--- config.mk ---
export PLATFORM = sky130hd
export DESIGN_NAME = dds_profile_sequencer
export DESIGN_NICKNAME = d
export VERILOG_FILES = /design/src/rtl/dac_ctrl_pkg.sv /design/src/rtl/profile_fifo.sv /design/src/rtl/dds_profile_sequencer.sv
export SDC_FILE = /design/constraint.sdc
export NUM_CORES = 2
export LEC_CHECK = 0
export ABC_CLOCK_PERIOD_IN_PS = 6600
export BUFFER_PORTS_ARGS = -buffer_cell sky130_fd_sc_hd__buf_2
export CORE_MARGIN = 5
export CORE_UTILIZATION = 50
export DETAILED_ROUTE_END_ITERATION = 7
export PLACE_DENSITY = 0.66
export SETUP_SLACK_MARGIN = 0.02
export SLEW_MARGIN = 10
export SYNTH_ARGS = -nofsm -noshare
export SYNTH_HDL_FRONTEND = slang
export SYNTH_SLANG_ARGS = --single-unit
--- constraint.sdc ---
create_clock -name clk -period 6.6 [get_ports clk]
set_input_delay 0.66 -clock clk [delete_from_list [all_inputs] [get_ports clk]]
set_output_delay 0.66 -clock clk [all_outputs]
set_load 0.005 [all_outputs]
--- src/rtl/dac_ctrl_pkg.sv ---
// Shared widths, profile record and sequencer state encoding for the DAC-controller
// profile sequencer.
package dac_ctrl_pkg;

  localparam int TIME_W  = 48;
  localparam int FREQ_W  = 48;
  localparam int PHASE_W = 14;
  localparam int ACC_W   = 48;
  localparam int PROD_W  = TIME_W + FREQ_W;

  typedef struct packed {
    logic [FREQ_W-1:0]  freq;
    logic [PHASE_W-1:0] phase;
    logic [TIME_W-1:0]  start_time;
  } profile_t;

  typedef enum logic [1:0] {
    ST_IDLE,
    ST_CALC,
    ST_ARMED,
    ST_SWITCH
  } seq_state_t;

endpackage

--- src/rtl/profile_fifo.sv ---
// Small synchronous FIFO of timed profiles with a combinational head view,
// full/empty flags and a synchronous clear.
module profile_fifo
  import dac_ctrl_pkg::*;
#(
  parameter int DEPTH = 4
) (
  input  logic     clk,
  input  logic     resetn,
  input  logic     clr,
  input  logic     wr_en,
  input  profile_t wr_data,
  input  logic     rd_en,
  output profile_t rd_data,
  output logic     full,
  output logic     empty
);

  localparam int AW = $clog2(DEPTH);
  localparam logic [AW:0] PTR_ONE = 1;

  profile_t          mem [DEPTH];
  logic [AW:0]       wr_ptr_q, wr_ptr_d;
  logic [AW:0]       rd_ptr_q, rd_ptr_d;
  logic              wr_ok, rd_ok;

  assign empty = (wr_ptr_q == rd_ptr_q);
  assign full  = (wr_ptr_q[AW] != rd_ptr_q[AW]) &&
                 (wr_ptr_q[AW-1:0] == rd_ptr_q[AW-1:0]);
  assign wr_ok = wr_en && !full && !clr;
  assign rd_ok = rd_en && !empty && !clr;
  assign rd_data = mem[rd_ptr_q[AW-1:0]];

  always_comb begin
    wr_ptr_d = wr_ptr_q;
    rd_ptr_d = rd_ptr_q;
    if (clr) begin
      wr_ptr_d = '0;
      rd_ptr_d = '0;
    end else begin
      if (wr_ok) wr_ptr_d = wr_ptr_q + PTR_ONE;
      if (rd_ok) rd_ptr_d = rd_ptr_q + PTR_ONE;
    end
  end

  always_ff @(posedge clk or negedge resetn) begin
    if (!resetn) begin
      wr_ptr_q <= '0;
      rd_ptr_q <= '0;
    end else begin
      wr_ptr_q <= wr_ptr_d;
      rd_ptr_q <= rd_ptr_d;
    end
  end

  // Storage carries no reset; emptiness is tracked by the pointers alone.
  always_ff @(posedge clk) begin
    if (wr_ok) mem[wr_ptr_q[AW-1:0]] <= wr_data;
  end

endmodule

--- src/rtl/dds_profile_sequencer.sv ---
// Timed DDS profile sequencer feeding the phase MAC with phase-continuous switches.
// Optional PROFILE_SEQ_FLUSH_EN adds a flush input that drops queued/pending profiles.
module dds_profile_sequencer
  import dac_ctrl_pkg::*;
#(
  parameter int FIFO_DEPTH  = 4,
  parameter int PHASE_SHIFT = 4
) (
  input  logic               clk,
  input  logic               resetn,
  input  logic [TIME_W-1:0]  timestamp,
  input  logic               s_valid,
  output logic               s_ready,
  input  logic [FREQ_W-1:0]  s_freq,
  input  logic [PHASE_W-1:0] s_phase,
  input  logic [TIME_W-1:0]  s_time,
`ifdef PROFILE_SEQ_FLUSH_EN
  input  logic               flush,
`endif
  output logic [TIME_W-1:0]  mac_A,
  output logic [FREQ_W-1:0]  mac_B,
  output logic [PHASE_W-1:0] mac_C,
  output logic [TIME_W-1:0]  mac_D,
  output logic [ACC_W-1:0]   mac_E,
  output logic               switch_pulse,
  output logic               late_err,
  output logic               busy
);

  logic flush_w;
`ifdef PROFILE_SEQ_FLUSH_EN
  assign flush_w = flush;
`else
  assign flush_w = 1'b0;
`endif

  seq_state_t         state_q, state_d;
  profile_t           pend_q, pend_d;
  profile_t           head;
  logic [PROD_W-1:0]  mcand_q, mcand_d;
  logic [PROD_W-1:0]  prod_q, prod_d, prod_step;
  logic [FREQ_W-1:0]  mplier_q, mplier_d;
  logic [5:0]         cnt_q, cnt_d;
  logic [ACC_W-1:0]   e_next_q, e_next_d;
  logic [TIME_W-1:0]  a_q, a_d, d_q, delta;
  logic [FREQ_W-1:0]  b_q, b_d;
  logic [PHASE_W-1:0] c_q, c_d;
  logic [ACC_W-1:0]   e_q, e_d;
  logic               pulse_q, pulse_d;
  logic               late_q, late_d;
  logic               ready_q;
  logic               fifo_full, fifo_empty, pop;
  profile_t           wr_prof;

  assign wr_prof = '{freq: s_freq, phase: s_phase, start_time: s_time};
  // ready_q holds s_ready low through reset and for the first edge after release.
  assign s_ready = ready_q && !fifo_full && !flush_w;

  profile_fifo #(.DEPTH(FIFO_DEPTH)) u_fifo (
    .clk     (clk),
    .resetn  (resetn),
    .clr     (flush_w),
    .wr_en   (s_valid && s_ready),
    .wr_data (wr_prof),
    .rd_en   (pop),
    .rd_data (head),
    .full    (fifo_full),
    .empty   (fifo_empty)
  );

  assign delta     = head.start_time - a_q;
  assign prod_step = mplier_q[0] ? (prod_q + mcand_q) : prod_q;

  always_comb begin
    state_d  = state_q;
    pend_d   = pend_q;
    mcand_d  = mcand_q;
    mplier_d = mplier_q;
    prod_d   = prod_q;
    cnt_d    = cnt_q;
    e_next_d = e_next_q;
    a_d      = a_q;
    b_d      = b_q;
    c_d      = c_q;
    e_d      = e_q;
    pulse_d  = 1'b0;
    late_d   = late_q;
    pop      = 1'b0;
    if (flush_w) begin
      state_d = ST_IDLE;
    end else begin
      case (state_q)
        ST_IDLE: begin
          if (!fifo_empty) begin
            pop      = 1'b1;
            pend_d   = head;
            mcand_d  = {{(PROD_W-TIME_W){1'b0}}, delta};
            mplier_d = b_q;
            prod_d   = '0;
            cnt_d    = '0;
            state_d  = ST_CALC;
          end
        end
        ST_CALC: begin
          prod_d   = prod_step;
          mcand_d  = mcand_q << 1;
          mplier_d = mplier_q >> 1;
          cnt_d    = cnt_q + 6'd1;
          if (cnt_q == 6'(FREQ_W-1)) begin
            e_next_d = e_q + prod_step[ACC_W-1+PHASE_SHIFT:PHASE_SHIFT];
            // Already past the start time: skip the wait and flag it.
            if (timestamp > pend_q.start_time) begin
              late_d  = 1'b1;
              state_d = ST_SWITCH;
            end else begin
              state_d = ST_ARMED;
            end
          end
        end
        ST_ARMED: begin
          if (timestamp >= pend_q.start_time) state_d = ST_SWITCH;
        end
        ST_SWITCH: begin
          a_d     = pend_q.start_time;
          b_d     = pend_q.freq;
          c_d     = pend_q.phase;
          e_d     = e_next_q;
          pulse_d = 1'b1;
          state_d = ST_IDLE;
        end
        default: state_d = ST_IDLE;
      endcase
    end
  end

  always_ff @(posedge clk or negedge resetn) begin
    if (!resetn) begin
      state_q  <= ST_IDLE;
      pend_q   <= '0;
      mcand_q  <= '0;
      mplier_q <= '0;
      prod_q   <= '0;
      cnt_q    <= '0;
      e_next_q <= '0;
      a_q      <= '0;
      b_q      <= '0;
      c_q      <= '0;
      e_q      <= '0;
      d_q      <= '0;
      pulse_q  <= 1'b0;
      late_q   <= 1'b0;
      ready_q  <= 1'b0;
    end else begin
      state_q  <= state_d;
      pend_q   <= pend_d;
      mcand_q  <= mcand_d;
      mplier_q <= mplier_d;
      prod_q   <= prod_d;
      cnt_q    <= cnt_d;
      e_next_q <= e_next_d;
      a_q      <= a_d;
      b_q      <= b_d;
      c_q      <= c_d;
      e_q      <= e_d;
      d_q      <= timestamp;
      pulse_q  <= pulse_d;
      late_q   <= late_d;
      ready_q  <= 1'b1;
    end
  end

  assign mac_A        = a_q;
  assign mac_B        = b_q;
  assign mac_C        = c_q;
  assign mac_D        = d_q;
  assign mac_E        = e_q;
  assign switch_pulse = pulse_q;
  assign late_err     = late_q;
  assign busy         = !fifo_empty || (state_q != ST_IDLE);

endmodule

# Yosys cells after proc, flatten, opt, wreduce, memory -nomap -nowiden
# Memories as Yosys holds them, arrays and structs flattened.
# Cells that the tools add are included.
[word_totals] ff_bits=621 mem_bits_rw=440 input_bits=161 mem_count=1
[op_classes] addsub=6 n_lt_le_gt_ge=2 n_eq_ne=11 muxes=19 n_bitwise=1 n_reduce_logical=17
[memory_table] memory="u_fifo.mem" words=4 word_bits=110 read_ports=1 rd_ports_with_merged_regs=0 wr=1 line="profile_fifo.sv:22" source="profile_t mem [DEPTH];"
[ops] operator="$pmux W96 S2" count=2
[ops] operator="$mux W96" count=3
[ops] operator="$add A96 B96 Y96" count=1
[ops] operator="$pmux W48 S2" count=1
[ops] operator="$add A48 B48 Y48" count=1
[ops] operator="$ge A48 B48 Y1" count=1
[ops] operator="$gt A48 B48 Y1" count=1
[ops] operator="$mux W48" count=1
[ops] operator="$sub A48 B48 Y48" count=1
[ops] operator="$pmux W6 S2" count=1
[ops] operator="$reduce_and A3 Y1" count=3
[ops] operator="$ne A2 B2 Y1 const B" count=4
[ops] operator="$pmux W2 S4" count=1
[ops] operator="$add A3 B1 Y3 const B" count=2
[ops] operator="$add A6 B1 Y6 const B" count=1
[ops] operator="$eq A6 B6 Y1 const B" count=1
[ops] operator="$mux W1" count=6
[ops] operator="$mux W2" count=3
[ops] operator="$mux W6" count=1
[ops] operator="$reduce_and A2 Y1" count=3
[ops] operator="$logic_and A1 B1 Y1" count=5
[ops] operator="$eq A2 B2 Y1 const B" count=2
[ops] operator="$reduce_bool A2 Y1" count=2
[ops] operator="$eq A3 B3 Y1" count=1
[ops] operator="other kinds (7)" count=8

# Logic depth before layout (Yosys ltp)
[logic_depth] depth_word=8 ltp_mapped=25 ltp_nobuf=24

# By module
# From an unflattened synthesis, not the netlist that was laid out.
[hier_totals] cells_unflattened=3631 hier_area_um2=45408.6
[modules_own_cells] module="dds_profile_sequencer" n_inst=1 cells_each=2989 area_each_um2=28980.3 seq_area_each_um2=13187.6
[modules_own_cells] module="profile_fifo" n_inst=1 cells_each=642 area_each_um2=16428.3 seq_area_each_um2=13362.8

# Worst setup path after synthesis
# OpenSTA, ideal clock, no wires.
[synth_path] kind="register to register" start="reg mcand_q[10]" end="reg e_next_q[47]" setup_time_ns=0.125 arrival_time_ns=4.778 path_slack_ns=1.697 path_stages_with_launch=24 path_buffers=2 synth_period_minus_slack_ns=4.903 cell_sequence="dfrtp_1 > ha_1 > clkbuf_2 > a211oi_2 > o31ai_1 > a221oi_1 > o31ai_2 > a21oi_2 > o21ai_0 > a21oi_1 > xnor2_1 > mux2_2 > ha_1 > buf_4 > nand4_1 > or2_2 > or3_2 > o32a_2 > o31ai_2 > o21ai_1 > o211ai_1 > nand3b_1 > xnor2_1 > mux2_2"
[synth_via] elab_chain_cells=3
[synth_lines] item="start, declared" line="dds_profile_sequencer.sv:40" source="logic [PROD_W-1:0] mcand_q, mcand_d;"
[synth_lines] item="start signal, assigned" line="dds_profile_sequencer.sv:156" source="mcand_q <= mcand_d;"
[synth_lines] item="$add A96 B96 Y96" line="dds_profile_sequencer.sv:72" source="assign prod_step = mplier_q[0] ? (prod_q + mcand_q) : prod_q;"
[synth_lines] item="$mux W96" line="dds_profile_sequencer.sv:72"
[synth_lines] item="$add A48 B48 Y48" line="dds_profile_sequencer.sv:110" source="e_next_d = e_q + prod_step[ACC_W-1+PHASE_SHIFT:PHASE_SHIFT];"
[synth_lines] item="end signal, assigned" line="dds_profile_sequencer.sv:160" source="e_next_q <= e_next_d;"
[synth_lines] item="end, declared" line="dds_profile_sequencer.sv:44" source="logic [ACC_W-1:0] e_next_q, e_next_d;"
# Every way passes these cells. The select of a mux whose other input is x is not followed.
# A chain may end at the register's enable or synchronous reset.

# Worst setup path after layout
[layout_path] start="reg mcand_q[0]" end="reg e_next_q[46]"
# The elaborated chain is that of the path after synthesis.

==> metrics.md <==
| Metric | Value |
|---|---|
| CP endpoint kind | `register` |
| Vias per inst | `5.64` |
| CTS tree | `yes` |
| Worst path arrival time | `6.36 ns` |
| Main combinational cell family by area after synthesis | `multiplexers` |
| Pins over their slew limit | `0` |
| Leading area contributor after synthesis | `dfrtp_1` |
| Yosys warns | `0` |
| EDFF count, synth | `440` |
| Distinct cells, synth | `81` |
| Achievable Freq | `172 MHz` |
| Async SR Flop Fraction | `54.8%` |
| Mapped cell area | `45,900 um2` |
| Die Area | `97,900 um2` |
| Placed cell areas | `49,000 um2` |
| Startpoint Class | `register` |
| Vias | `29,000` |
| Worst Path Buf+Inv | `1` |
| Max-cap violations | `0` |
| CP Max Fanout | `5` |
| Fill cells | `7,511` |
| Hold buffers post-CTS | `0` |
| WP depth | `23` |
| # setup viols final | `0` |
| CP max stage cell | `a221oi_2` |
| WL per Instance | `21.3 um` |
| 1st-iter DRT viols | `2,113` |
| H-tree Lvls | `3` |
| Non-Filler Instances | `5,146` |
| Clk_skew | `0.0256 ns` |
| Vias in the first global route | `29,400` |
| First-pass detailed-route iteration total | `5` |
| Synthesized netlist cell count | `3,531` |
| Largest net degree at the start of global routing | `191` |
| Clock latency at the later pin of the worst-skew pair | `0.68 ns` |
| WS Path Type | `reg2reg` |
| Placed instance count | `4,942` |
| Die width | `313 um` |
| Simple-gate portion of the synthesized area | `6.27%` |
| P per Cell Area | `268 nW/um2` |
| Final Instance Area | `52,400 um2` |
| Avg Cell Area, Syn | `13.0 um2` |
| Inserted Clock Buffers | `103` |
| Main synth FF type | `dfrtp_1` |
| Row count | `111` |
| Root buffer cell | `clkbuf_16` |
| Fin Setup TNS | `0 ns` |
| Clock Path Buffers | `3` |
| Crit-path cells | `ha_1, inv_1, fa_1, nand2b_1, a21oi_1, o21ai_0, o211ai_1, a21oi_1, o21ai_0, a21boi_0, xnor2_1, mux2_2, ha_1, and4_1, nand4_1, a211oi_1, a32oi_1, a221oi_2, a41oi_2, o221ai_1, a41oi_1, xor2_1, o21ai_1` |
| Top delay family on crit path | `compound AO/OA/AOI/OAI gates` |
| Post_cts resized | `0` |
| CTS clk-pin slew, worst paths | `0.06 ns` |
| Reg2reg end | `e_next_q[46]$_DFFE_PN0P_` |
| Tot GR Track Use | `22.3%` |
| Worst-margin pin slew | `1.15 ns` |
| Top-count cell post-synth | `dfrtp_1` |
| Fin. Hold Viols | `0` |
| Setup Fix Bufs, Post-CTS | `0` |
| CTS sink cnt | `973` |
| DRT Wirelength | `110 mm` |
| Final ANT Viol Nets | `0` |
| Final period util | `88.3%` |
| Status | `complete, no violations` |
| Number of synthesized register bits | `973` |
| Worst VDD drop | `0.000255 V` |
| DRC viols | `0` |
| Adder-Cell Fraction of Synth Area | `5.75%` |
| R2r setup slk | `0.77 ns` |
| Post-synthesis mux area share | `13.4%` |
| Critical Path RT | `7.13 ns` |
| Leak Pwr | `22.9 nW` |
| Crit path from | `mcand_q[0]$_DFFE_PN0P_` |
| Hpwl dp | `76.9 mm` |
| Worst min-delay path class | `in2async` |
| Overflow after GRT | `0` |
| Share of layout cells above drive strength 1 | `24.9%` |
| Starting density of the core | `50.2%` |
| Most instantiated cells after synthesis | `dfrtp_1 (533), edfxtp_1 (440), mux2_2 (273)` |
| Port bufs | `370` |
| Final min period | `5.83 ns` |
| # IOs | `371` |
| Post-synthesis net count | `3,901` |
| First-pass GRT wire length | `173 mm` |
| Relative slew slack | `23.2%` |
| Area grow syn2layout | `14.2%` |
| Routability cong. | `0.906` |
| Initial antenna violation count | `22` |
| Final net count | `4,231` |
| Xor and xnor area share after synthesis | `2.62%` |
| Die Y-Extent | `313 um` |
| Crit path to | `e_next_q[46]$_DFFE_PN0P_` |
| Synth top area share | `29.1%` |
| Max stage delay on crit path | `0.40 ns` |
| Reg2reg path depth | `23` |
| Total Power | `0.0141 W` |
| Core outline area | `91,400 um2` |
| RSZ-0062 raised after global routing | `no` |
| Largest cells by area after synthesis | `dfrtp_1 (29%), edfxtp_1 (29%), mux2_2 (6.7%)` |
| Synth Area in Compound Gates | `11.5%` |
| R2R Path Start | `mcand_q[0]$_DFFE_PN0P_` |
| Seq/Total Area, Yosys | `57.9%` |
==> per-stage QoR <==
stage	utilization (%)	hold slack [ns]	setup slack (ns)
floorplan	-	0.364	1.70
global placement	53.6	0.455	0.955
detailed placement	53.6	0.463	0.810
CTS	57.3	0.0188	0.819
global route	57.3	0.0735	0.297
finish	57.4	0.0282	0.770
==> state kept, by name, indices dropped and copies added, names as in the netlist, 6 cells and up <==
signal and count:
cnt_q 6, e_next_q 48, mac_A 48, mac_B 48, mac_C 14, mac_D 48, mac_E 48, mcand_q 52
mplier_q 48, pend_q 110, prod_q 52, u_fifo.mem 440
==> worst reg2reg max path, cell delays in order, from the launching register on <==
cell and delay (ns):
dfrtp_1 0.37, ha_1 0.20, inv_1 0.07, fa_1 0.38, nand2b_1 0.19, a21oi_1 0.27, o21ai_0 0.25, o211ai_1 0.33
a21oi_1 0.24, o21ai_0 0.31, a21boi_0 0.17, xnor2_1 0.17, mux2_2 0.28, ha_1 0.37, and4_1 0.26, nand4_1 0.11
a211oi_1 0.20, a32oi_1 0.20, a221oi_2 0.40, a41oi_2 0.19, o221ai_1 0.31, a41oi_1 0.18, xor2_1 0.18, o21ai_1 0.08
==> worst min path at each step <==
stage	from	end	slack [ns]	cells past startpoint
after floorplan	resetn	cnt_q[0]$_DFFE_PN0P_	0.36	0
after global placement	e_next_q[4]$_DFFE_PN0P_	e_next_q[4]$_DFFE_PN0P_	0.45	2
after detailed placement	late_err$_DFFE_PN0P_	late_err$_DFFE_PN0P_	0.46	1
after CTS	resetn	mac_E[5]$_DFFE_PN0P_	0.02	1
after global routing	resetn	mac_E[1]$_DFFE_PN0P_	0.07	1
final	resetn	mac_E[5]$_DFFE_PN0P_	0.03	1
==> power breakdown <==
part | leakage (nW) | total, W | internal, W | switching [W]
Sequential | 11.3 | 0.00677 | 0.00671 | 0.0000674
Clock | 1.68 | 0.00580 | 0.00340 | 0.00240
Combinational | 9.85 | 0.00147 | 0.000525 | 0.000947
Total | 22.9 | 0.0141 | 0.0106 | 0.00342
==> layout by cell type (no fill, tap or decap), types with 47 or more instances in the layout <==
master / instances
nor2_1: 113
edfxtp_1: 440
mux4_2: 110
inv_1: 143
mux2i_1: 59
clkbuf_16: 105
xor2_1: 69
a21oi_1: 188
mux2_2: 273
ha_1: 204
dfrtp_1: 530
nand3_1: 47
o21ai_0: 256
buf_2: 369
nand2_1: 267
xnor2_1: 68
a21o_1: 121
a22o_1: 52
==> per-layer routing <==
metal  part of all wire, %  global-route usage (%)  vias to the layer above
met1                    45                    31.2                    14400
met3                   6.3                    5.16                      139
met4                   1.7                    4.78                       14
li1                      -                       -                    13900
met5                 0.082                       0                        -
met2                    47                    36.3                      606
==> area by class of cell <==
class | instances | area (um2) | share of cell area, %
sequential | 973 | 26600 | 50.7
multi-input combinational | 2240 | 18200 | 34.7
clock buffer | 143 | 2900 | 5.53
timing repair buffer | 400 | 2190 | 4.17
tap | 1186 | 1480 | 2.83
inverter | 143 | 537 | 1.02
clock inverter | 50 | 536 | 1.02
antenna | 11 | 27.5 | 0.0525
==> kinds of logic after synthesis <==
family,after synthesis
compound gates,833
xor+xnor,137
fa+ha+maj,209
buf+inv,318
flops,973
mux,442
other cells,1
simple gates,618
Note: power is estimated with default switching activity, not from simulation.
